File: config.mk
export PLATFORM = sky130hd
export DESIGN_NAME = exec_unit_mul
export DESIGN_NICKNAME = d
export VERILOG_FILES = /design/src/rtl/exec_unit_mul.sv
export SDC_FILE = /design/constraint.sdc
export NUM_CORES = 2
export LEC_CHECK = 0
export CORE_MARGIN = 3
export CORE_UTILIZATION = 30
export DETAILED_ROUTE_END_ITERATION = 8
export GPL_TIMING_DRIVEN = 1
export PLACE_DENSITY = 0.57
export SLEW_MARGIN = 25
export SYNTH_ARGS = -nofsm -noshare
export SYNTH_HDL_FRONTEND = slang
export SYNTH_SLANG_ARGS = --single-unit
File: constraint.sdc
create_clock -name clk -period 7.7 [get_ports clk]
set_input_delay 1.54 -clock clk [delete_from_list [all_inputs] [get_ports clk]]
set_output_delay 1.54 -clock clk [all_outputs]
set_load 0.05 [all_outputs]
File: src/rtl/exec_unit_mul.sv
// rtl/exec_unit_mul.sv - registered integer execution unit with iterative RV32M multiplier
module exec_unit_mul #(
   parameter int XLEN     = 32,
   parameter int ROB_W    = 4,
   parameter int OP_W     = 6,
   parameter int MUL_STEP = 4
) (
   input  logic             clk,
   input  logic             rst,
   input  logic             rdy,
   input  logic             flush,
   input  logic             in_valid,
   output logic             in_ready,
   input  logic [OP_W-1:0]  in_op,
   input  logic [XLEN-1:0]  in_value1,
   input  logic [XLEN-1:0]  in_value2,
   input  logic [XLEN-1:0]  in_imm,
   input  logic [XLEN-1:0]  in_pc,
   input  logic [ROB_W-1:0] in_rob_tag,
   output logic             out_valid,
   output logic [ROB_W-1:0] out_rob_tag,
   output logic [XLEN-1:0]  out_value,
   output logic [XLEN-1:0]  out_newpc
);

   // shared op encoding
   localparam logic [OP_W-1:0] OP_NOP    = OP_W'(0);
   localparam logic [OP_W-1:0] OP_LUI    = OP_W'(1);
   localparam logic [OP_W-1:0] OP_AUIPC  = OP_W'(2);
   localparam logic [OP_W-1:0] OP_JAL    = OP_W'(3);
   localparam logic [OP_W-1:0] OP_JALR   = OP_W'(4);
   localparam logic [OP_W-1:0] OP_BEQ    = OP_W'(5);
   localparam logic [OP_W-1:0] OP_BNE    = OP_W'(6);
   localparam logic [OP_W-1:0] OP_BLT    = OP_W'(7);
   localparam logic [OP_W-1:0] OP_BGE    = OP_W'(8);
   localparam logic [OP_W-1:0] OP_BLTU   = OP_W'(9);
   localparam logic [OP_W-1:0] OP_BGEU   = OP_W'(10);
   localparam logic [OP_W-1:0] OP_ADDI   = OP_W'(11);
   localparam logic [OP_W-1:0] OP_SLTI   = OP_W'(12);
   localparam logic [OP_W-1:0] OP_SLTIU  = OP_W'(13);
   localparam logic [OP_W-1:0] OP_XORI   = OP_W'(14);
   localparam logic [OP_W-1:0] OP_ORI    = OP_W'(15);
   localparam logic [OP_W-1:0] OP_ANDI   = OP_W'(16);
   localparam logic [OP_W-1:0] OP_SLLI   = OP_W'(17);
   localparam logic [OP_W-1:0] OP_SRLI   = OP_W'(18);
   localparam logic [OP_W-1:0] OP_SRAI   = OP_W'(19);
   localparam logic [OP_W-1:0] OP_ADD    = OP_W'(20);
   localparam logic [OP_W-1:0] OP_SUB    = OP_W'(21);
   localparam logic [OP_W-1:0] OP_SLL    = OP_W'(22);
   localparam logic [OP_W-1:0] OP_SLT    = OP_W'(23);
   localparam logic [OP_W-1:0] OP_SLTU   = OP_W'(24);
   localparam logic [OP_W-1:0] OP_XOR    = OP_W'(25);
   localparam logic [OP_W-1:0] OP_SRL    = OP_W'(26);
   localparam logic [OP_W-1:0] OP_SRA    = OP_W'(27);
   localparam logic [OP_W-1:0] OP_OR     = OP_W'(28);
   localparam logic [OP_W-1:0] OP_AND    = OP_W'(29);
   localparam logic [OP_W-1:0] OP_MUL    = OP_W'(30);
   localparam logic [OP_W-1:0] OP_MULH   = OP_W'(31);
   localparam logic [OP_W-1:0] OP_MULHSU = OP_W'(32);
   localparam logic [OP_W-1:0] OP_MULHU  = OP_W'(33);

   localparam int N     = XLEN / MUL_STEP;
   localparam int SH_W  = $clog2(XLEN);
   localparam int CNT_W = (N > 1) ? $clog2(N) : 1;

   typedef enum logic [1:0] {S_IDLE, S_MUL_ITER, S_MUL_FIN} state_t;

   state_t               r_state;
   state_t               w_next;
   logic [XLEN-1:0]      r_mag1;
   logic [XLEN-1:0]      r_mag2;
   logic [2*XLEN-1:0]    r_acc;
   logic [CNT_W-1:0]     r_cnt;
   logic                 r_neg;
   logic                 r_mul_low;
   logic [ROB_W-1:0]     r_mul_tag;
   logic                 r_out_valid;
   logic [ROB_W-1:0]     r_out_tag;
   logic [XLEN-1:0]      r_out_value;
   logic [XLEN-1:0]      r_out_newpc;

   logic                 w_in_ready;
   logic                 w_accept;
   logic                 w_is_mul;
   logic                 w_s1;
   logic                 w_s2;
   logic                 w_last;
   logic [XLEN+MUL_STEP-1:0] w_part;
   logic [2*XLEN-1:0]    w_pp;
   logic [2*XLEN-1:0]    w_prod;
   logic [XLEN-1:0]      w_mul_res;
   logic                 w_has;
   logic [XLEN-1:0]      w_val;
   logic [XLEN-1:0]      w_npc;
   logic [SH_W-1:0]      w_sh2;
   logic [SH_W-1:0]      w_shi;
   logic [XLEN-1:0]      w_pc_imm;

   assign w_is_mul   = (in_op == OP_MUL) | (in_op == OP_MULH) |
                       (in_op == OP_MULHSU) | (in_op == OP_MULHU);
   assign w_in_ready = rst & rdy & (r_state == S_IDLE);
   assign w_accept   = rdy & in_valid & w_in_ready & ~flush & (in_rob_tag != '0);
   assign w_s1       = in_value1[XLEN-1] & (in_op != OP_MULHU);
   assign w_s2       = in_value2[XLEN-1] & ((in_op == OP_MUL) | (in_op == OP_MULH));
   assign w_last     = (r_cnt == CNT_W'(N - 1));
   assign w_sh2      = in_value2[SH_W-1:0];
   assign w_shi      = in_imm[SH_W-1:0];
   assign w_pc_imm   = in_pc + in_imm;

   // one multiplier slice per iteration, placed at its digit position
   assign w_part    = {{MUL_STEP{1'b0}}, r_mag1} * {{XLEN{1'b0}}, r_mag2[MUL_STEP-1:0]};
   assign w_pp      = {{(XLEN-MUL_STEP){1'b0}}, w_part} << (r_cnt * MUL_STEP);
   assign w_prod    = r_neg ? (~r_acc + 1'b1) : r_acc;
   assign w_mul_res = r_mul_low ? w_prod[XLEN-1:0] : w_prod[2*XLEN-1:XLEN];

   assign in_ready    = w_in_ready;
   assign out_valid   = r_out_valid;
   assign out_rob_tag = r_out_tag;
   assign out_value   = r_out_value;
   assign out_newpc   = r_out_newpc;

   // single-cycle ALU result for the op currently offered
   always_comb begin
      w_has = 1'b1;
      w_val = '0;
      w_npc = '0;
      case (in_op)
         OP_LUI:   w_val = in_imm;
         OP_AUIPC: w_val = w_pc_imm;
         OP_JAL:   w_val = in_pc + XLEN'(4);
         OP_JALR: begin
            w_val = in_pc + XLEN'(4);
            w_npc = (in_value1 + in_imm) & ~XLEN'(1);
         end
         OP_BEQ:  begin w_val = XLEN'(in_value1 == in_value2); w_npc = w_pc_imm; end
         OP_BNE:  begin w_val = XLEN'(in_value1 != in_value2); w_npc = w_pc_imm; end
         OP_BLT:  begin w_val = XLEN'($signed(in_value1) < $signed(in_value2)); w_npc = w_pc_imm; end
         OP_BGE:  begin w_val = XLEN'($signed(in_value1) >= $signed(in_value2)); w_npc = w_pc_imm; end
         OP_BLTU: begin w_val = XLEN'(in_value1 < in_value2); w_npc = w_pc_imm; end
         OP_BGEU: begin w_val = XLEN'(in_value1 >= in_value2); w_npc = w_pc_imm; end
         OP_ADDI:  w_val = in_value1 + in_imm;
         OP_SLTI:  w_val = XLEN'($signed(in_value1) < $signed(in_imm));
         OP_SLTIU: w_val = XLEN'(in_value1 < in_imm);
         OP_XORI:  w_val = in_value1 ^ in_imm;
         OP_ORI:   w_val = in_value1 | in_imm;
         OP_ANDI:  w_val = in_value1 & in_imm;
         OP_SLLI:  w_val = in_value1 << w_shi;
         OP_SRLI:  w_val = in_value1 >> w_shi;
         OP_SRAI:  w_val = $signed(in_value1) >>> w_shi;
         OP_ADD:   w_val = in_value1 + in_value2;
         OP_SUB:   w_val = in_value1 - in_value2;
         OP_SLL:   w_val = in_value1 << w_sh2;
         OP_SLT:   w_val = XLEN'($signed(in_value1) < $signed(in_value2));
         OP_SLTU:  w_val = XLEN'(in_value1 < in_value2);
         OP_XOR:   w_val = in_value1 ^ in_value2;
         OP_SRL:   w_val = in_value1 >> w_sh2;
         OP_SRA:   w_val = $signed(in_value1) >>> w_sh2;
         OP_OR:    w_val = in_value1 | in_value2;
         OP_AND:   w_val = in_value1 & in_value2;
         default:  w_has = 1'b0;
      endcase
   end

   // state register, frozen while rdy is low
   always_ff @(posedge clk or negedge rst) begin
      if (!rst) begin
         r_state <= S_IDLE;
      end else if (rdy) begin
         r_state <= w_next;
      end
   end

   // next-state: flush aborts any multiply in flight
   always_comb begin
      w_next = r_state;
      case (r_state)
         S_IDLE:     if (w_accept && w_is_mul) w_next = S_MUL_ITER;
         S_MUL_ITER: if (w_last) w_next = S_MUL_FIN;
         S_MUL_FIN:  w_next = S_IDLE;
         default:    w_next = S_IDLE;
      endcase
      if (flush) w_next = S_IDLE;
   end

   // multiplier datapath and output register; outputs clear every enabled edge unless loaded
   always_ff @(posedge clk or negedge rst) begin
      if (!rst) begin
         r_mag1      <= '0;
         r_mag2      <= '0;
         r_acc       <= '0;
         r_cnt       <= '0;
         r_neg       <= 1'b0;
         r_mul_low   <= 1'b0;
         r_mul_tag   <= '0;
         r_out_valid <= 1'b0;
         r_out_tag   <= '0;
         r_out_value <= '0;
         r_out_newpc <= '0;
      end else if (rdy) begin
         r_out_valid <= 1'b0;
         r_out_tag   <= '0;
         r_out_value <= '0;
         r_out_newpc <= '0;
         if (!flush) begin
            case (r_state)
               S_IDLE: begin
                  if (w_accept && w_is_mul) begin
                     r_mag1    <= w_s1 ? (~in_value1 + 1'b1) : in_value1;
                     r_mag2    <= w_s2 ? (~in_value2 + 1'b1) : in_value2;
                     r_neg     <= w_s1 ^ w_s2;
                     r_mul_low <= (in_op == OP_MUL);
                     r_mul_tag <= in_rob_tag;
                     r_acc     <= '0;
                     r_cnt     <= '0;
                  end else if (w_accept && w_has) begin
                     r_out_valid <= 1'b1;
                     r_out_tag   <= in_rob_tag;
                     r_out_value <= w_val;
                     r_out_newpc <= w_npc;
                  end
               end
               S_MUL_ITER: begin
                  r_acc  <= r_acc + w_pp;
                  r_mag2 <= r_mag2 >> MUL_STEP;
                  r_cnt  <= r_cnt + 1'b1;
               end
               S_MUL_FIN: begin
                  r_out_valid <= 1'b1;
                  r_out_tag   <= r_mul_tag;
                  r_out_value <= w_mul_res;
               end
               default: ;
            endcase
         end
      end
   end

endmodule

==> impl_results.html <==
<table>
<tr><th>Metric</th><th>Value</th></tr>
<tr><th colspan="2">Status</th></tr>
<tr><td>Result of the run</td><td>complete, no violations</td></tr>
<tr><th colspan="2">Logic synthesis</th></tr>
<tr><td>Arithmetic-cell share of the synthesized area counting full adders, half adders and majority gates</td><td>12.9%</td></tr>
<tr><td>Mean Syn Cell Area</td><td>7.34 µm²</td></tr>
<tr><td>Yosys reg bits</td><td>208</td></tr>
<tr><td>Number of unique standard cell types used by synthesis</td><td>95</td></tr>
<tr><td>Simple-gate share of the synthesized area</td><td>20.5%</td></tr>
<tr><td>Proportion of synthesized area in mux cells</td><td>8.96%</td></tr>
<tr><td>Yosys warning count</td><td>0</td></tr>
<tr><td>Post-synth net total</td><td>5501</td></tr>
<tr><td>Cell area after synthesis</td><td>0.0368 mm²</td></tr>
<tr><td>Number of enable flip-flop cells after synthesis</td><td>0</td></tr>
<tr><td>Largest family of logic cells by synthesized area</td><td>compound AO/OA/AOI/OAI gates</td></tr>
<tr><td>FFs w/ async S/R, synth</td><td>100%</td></tr>
<tr><td>Xor-xnor portion of the synthesized cell area</td><td>7.91%</td></tr>
<tr><td>Area fraction in compound gates after synthesis</td><td>29.0%</td></tr>
<tr><td>Synth Flop Type</td><td>dfrtp_1</td></tr>
<tr><td>Sequential-to-total area share from yosys stat</td><td>14.1%</td></tr>
<tr><td>Cells after synthesis</td><td>5017</td></tr>
<tr><th colspan="2">Min path</th></tr>
<tr><td>Depth of the worst hold-timing path</td><td>2</td></tr>
<tr><td>End point of the worst hold path</td><td>r_mag2[5]</td></tr>
<tr><td>Hold path start</td><td>r_mag2[5]</td></tr>
<tr><td>Kind of path behind the tightest hold check</td><td>reg2reg</td></tr>
<tr><th colspan="2">Placed design</th></tr>
<tr><td>Sum of net half-perimeters after detailed placement</td><td>162 mm</td></tr>
<tr><td>Number of port buffers</td><td>212</td></tr>
<tr><td>Placed Instance Area</td><td>0.0427 mm²</td></tr>
<tr><td>Placer congestion estimate</td><td>1.08</td></tr>
<tr><th colspan="2">Clocking</th></tr>
<tr><td>Root buf cell</td><td>clkbuf_16</td></tr>
<tr><td>Number of H-tree levels</td><td>1</td></tr>
<tr><td>Clock transition at the register clock pins on the worst setup and hold paths after CTS</td><td>0.06 ns</td></tr>
<tr><td>Number of buffers on the longest clock path</td><td>3</td></tr>
<tr><td>Number of clock sinks</td><td>208</td></tr>
<tr><td>Number of buffers created by CTS</td><td>29</td></tr>
<tr><td>Clock insertion delay at the later pin of the skew report</td><td>0.66 ns</td></tr>
<tr><td>Hold-fix buffer count after cts</td><td>0</td></tr>
<tr><td>Clock tree from TritonCTS</td><td>done</td></tr>
<tr><th colspan="2">Worst setup path</th></tr>
<tr><td>Arrival time of data at the critical path endpoint</td><td>7.85 ns</td></tr>
<tr><td>Slowest cell on crit path</td><td>or4b_2</td></tr>
<tr><td>Worst Path Required</td><td>8.19 ns</td></tr>
<tr><td>Largest fanout on the critical path</td><td>6</td></tr>
<tr><td>Element type at the critical path start</td><td>flip-flop</td></tr>
<tr><td>Most used cell, CP</td><td>buf_4</td></tr>
<tr><td>Worst setup EP type</td><td>flip-flop</td></tr>
<tr><td>Longest individual stage delay on the worst path</td><td>0.76 ns</td></tr>
<tr><td>Reg-to-reg critical path endpoint</td><td>r_acc[61]</td></tr>
<tr><td>CP Class</td><td>reg2reg</td></tr>
<tr><td>Number of cells on the worst reg-to-reg path</td><td>30</td></tr>
<tr><td>Launch instance of the worst register-to-register path</td><td>r_mag2[3]</td></tr>
<tr><td>Worst R2R Setup Slack</td><td>0.33 ns</td></tr>
<tr><th colspan="2">Floorplanning</th></tr>
<tr><td>Area inside the core boundary</td><td>0.121 mm²</td></tr>
<tr><td>Die Footprint</td><td>0.127 mm²</td></tr>
<tr><td>Die Y</td><td>356 µm</td></tr>
<tr><td>Number of core rows</td><td>127</td></tr>
<tr><td>Effective utilization at floorplan</td><td>30.5%</td></tr>
<tr><td>Top-level I/O count</td><td>213</td></tr>
<tr><td>Die W</td><td>356 µm</td></tr>
<tr><th colspan="2">Global route</th></tr>
<tr><td>Total global routing track utilization</td><td>30.4%</td></tr>
<tr><td>Antenna violations before repair</td><td>15</td></tr>
<tr><td>Pin count of the biggest net entering global routing</td><td>75</td></tr>
<tr><td>Wire length of the first global-routing pass</td><td>286 mm</td></tr>
<tr><td>Remaining Overflow, GRT</td><td>0</td></tr>
<tr><td>Vias in the first global route</td><td>40700</td></tr>
<tr><th colspan="2">STA</th></tr>
<tr><td>Transition time of the tightest slew-check pin</td><td>1.14 ns</td></tr>
<tr><td>Slew Limit Fails</td><td>0</td></tr>
<tr><td>Setup repair after global routing missed its margin</td><td>yes</td></tr>
<tr><td>Layout Skew</td><td>0.0438 ns</td></tr>
<tr><td>Shortest period the worst path allows</td><td>7.37 ns</td></tr>
<tr><td>Fraction of the cycle the final worst path needs</td><td>95.7%</td></tr>
<tr><td>Number of hold violations in the final report</td><td>0</td></tr>
<tr><td>Worst slew margin</td><td>23.5%</td></tr>
<tr><td>Setup-failing EPs final</td><td>0</td></tr>
<tr><td>Achievable frequency</td><td>136 MHz</td></tr>
<tr><th colspan="2">Layout</th></tr>
<tr><td>Layout Area Growth over Synthesis</td><td>19.5%</td></tr>
<tr><td>Leading cell types in the layout, fill and taps excluded</td><td>nand2_1 (565), o21ai_0 (422), buf_4 (383), a21oi_1 (377), nor2_1 (361)</td></tr>
<tr><td>Fraction of final layout cells with drive strength greater than 1</td><td>11.5%</td></tr>
<tr><td>Post-layout net count</td><td>5795</td></tr>
<tr><td>Final core utilization</td><td>36.4%</td></tr>
<tr><td>Most common cell after layout, fill and taps aside</td><td>nand2_1</td></tr>
<tr><td>Post-Layout Inst Area</td><td>0.0440 mm²</td></tr>
<tr><th colspan="2">Routing</th></tr>
<tr><td>Residual antenna-violating net count after detailed routing</td><td>0</td></tr>
<tr><td>Detailed-route wire length per cell</td><td>28.9 µm</td></tr>
<tr><td>Number of vias per cell</td><td>6.10</td></tr>
<tr><td>DR iter-0 viols</td><td>5197</td></tr>
<tr><td>DR pass1 iterations</td><td>7</td></tr>
<tr><td>Aggregate routed wire length</td><td>201 mm</td></tr>
<tr><td>DRC</td><td>0</td></tr>
<tr><td>Total via count after detailed routing</td><td>42400</td></tr>
<tr><th colspan="2">Pwr</th></tr>
<tr><td>Largest voltage drop on the vdd net</td><td>0.177 mV</td></tr>
<tr><td>Static leakage</td><td>19.0 nW</td></tr>
<tr><td>Power per cell area</td><td>129 mW/mm²</td></tr>
<tr><th colspan="2">Run</th></tr>
<tr><td>MaxCap Viol Count</td><td>0</td></tr>
</table>
[registers in the layout, summed over array words and instances (netlist names)]
name / count
r_mul_tag: 4
out_newpc: 32
r_mul_low: 1
r_mag2: 32
r_acc: 64
r_state: 2
r_mag1: 32
out_rob_tag: 4
out_value: 32
r_cnt: 3
r_neg: 1
out_valid: 1
[power by group]
part / switching (mW) / total (mW) / internal [mW]
sequential: 0.0638 / 1.21 / 1.15
clock: 0.617 / 1.49 / 0.874
combinational: 1.91 / 2.97 / 1.06
total: 2.59 / 5.67 / 3.08
[synth_stat cells (44+ instances only)]
master    number  area share (%)
a21oi_1      391             5.3
nor2_1       365             3.7
clkbuf_1     287             2.9
o21bai_1      50             1.0
a221oi_1      47             1.1
xnor2_1      202             4.8
and2_1       113             1.9
nand2b_1      55            0.93
ha_1         276             9.4
xor2_1       131             3.1
fa_1          65             3.5
nand3_1       94             1.3
a21o_1        91             1.9
o31ai_1       63             1.3
a31oi_1       53            0.90
mux2i_1      205             5.6
mux4_2        44             2.7
nand4_1       63             1.1
inv_1        282             2.9
a211oi_1      60             1.2
o21ai_0      436             5.9
nand2_1      566             5.8
nor3_1       106             1.4
dfrtp_1      208              14
o22ai_1       55            0.93
[how the worst max path moves through the flow]
stage	from	to	slack, ns	depth (start not counted)
after global placement	r_mag2[3]	r_acc[58]	-0.29	31
after detailed placement	r_mag2[3]	r_acc[62]	-0.17	31
after CTS	r_mag2[3]	r_acc[58]	0.03	31
after global routing	r_mag2[2]	r_acc[62]	-0.02	30
final	r_mag2[3]	r_acc[61]	0.33	30
after floorplan	r_mag2[3]	r_acc[58]	0.40	31
[metal layers]
metal / up-vias / part of all wire [%] / GRT usage, % / wire length [µm]
li1: 19000 / - / - / -
met1: 20500 / 41 / 39.2 / 81900
met2: 2357 / 43 / 47.4 / 87100
met3: 563 / 8.9 / 5.68 / 18000
met4: 8 / 7.0 / 17.7 / 14000
met5: - / 0.021 / 0 / 43
[kinds of logic (layout without fill, tap and decap cells)]
| logic type | count (synthesis) | in the layout |
|---|---|---|
| buffers and inverters | 624 | 940 |
| other | 0 | 11 |
| muxes | 272 | 272 |
| DFF | 208 | 208 |
| adders and majority gates | 341 | 341 |
| xor gates and xnor gates | 333 | 333 |
| and+or+nand+nor | 1592 | 1592 |
| AOI/OAI and AO/OA | 1647 | 1647 |
[area by class of cell]
cell class | instances | area, µm²
multi-input combinational | 4185 | 29600
inverter | 290 | 1090
timing repair buffer | 597 | 5040
antenna | 11 | 27.5
tap | 1612 | 2020
clock inverter | 20 | 269
sequential | 208 | 5210
clock buffer | 33 | 751
fill | 12900 | 76900
[worst max-delay path: cells and delay by family (launching register included)]
| family | cells | cell delay, ns |
|---|---|---|
| AOI/OAI and AO/OA | 14 | 2.67 |
| xor gates and xnor gates | 2 | 0.43 |
| adders and majority gates | 4 | 1.69 |
| buffers and inverters | 6 | 0.75 |
| and+or+nand+nor | 4 | 1.24 |
| DFF | 1 | 0.42 |
[per-stage QoR]
stage          instances  TNS (ns)  worst slack, ns  total power [mW]  hold slack, ns
2_1_floorplan       5017         0            0.404              2.87           0.445
3_3_place_gp        6884     -1.80           -0.286              4.09           0.460
3_5_place_dp        6884    -0.646           -0.169              4.09           0.471
4_1_cts             6937         0           0.0339              5.60           0.485
5_1_grt             6945   -0.0477          -0.0165              5.92           0.511
6_report            6956         0            0.334              5.67           0.483
[what timing repair did]
item / 4_1_cts / 5_1_grt
pin swaps: 0 / 13
cloned: 0 / 0
resized for setup: 4 / 44
buffers inserted: 0 / 7
endpoints found under the setup margin: 7 / 21
Note: power is estimated with default switching activity, not from simulation.
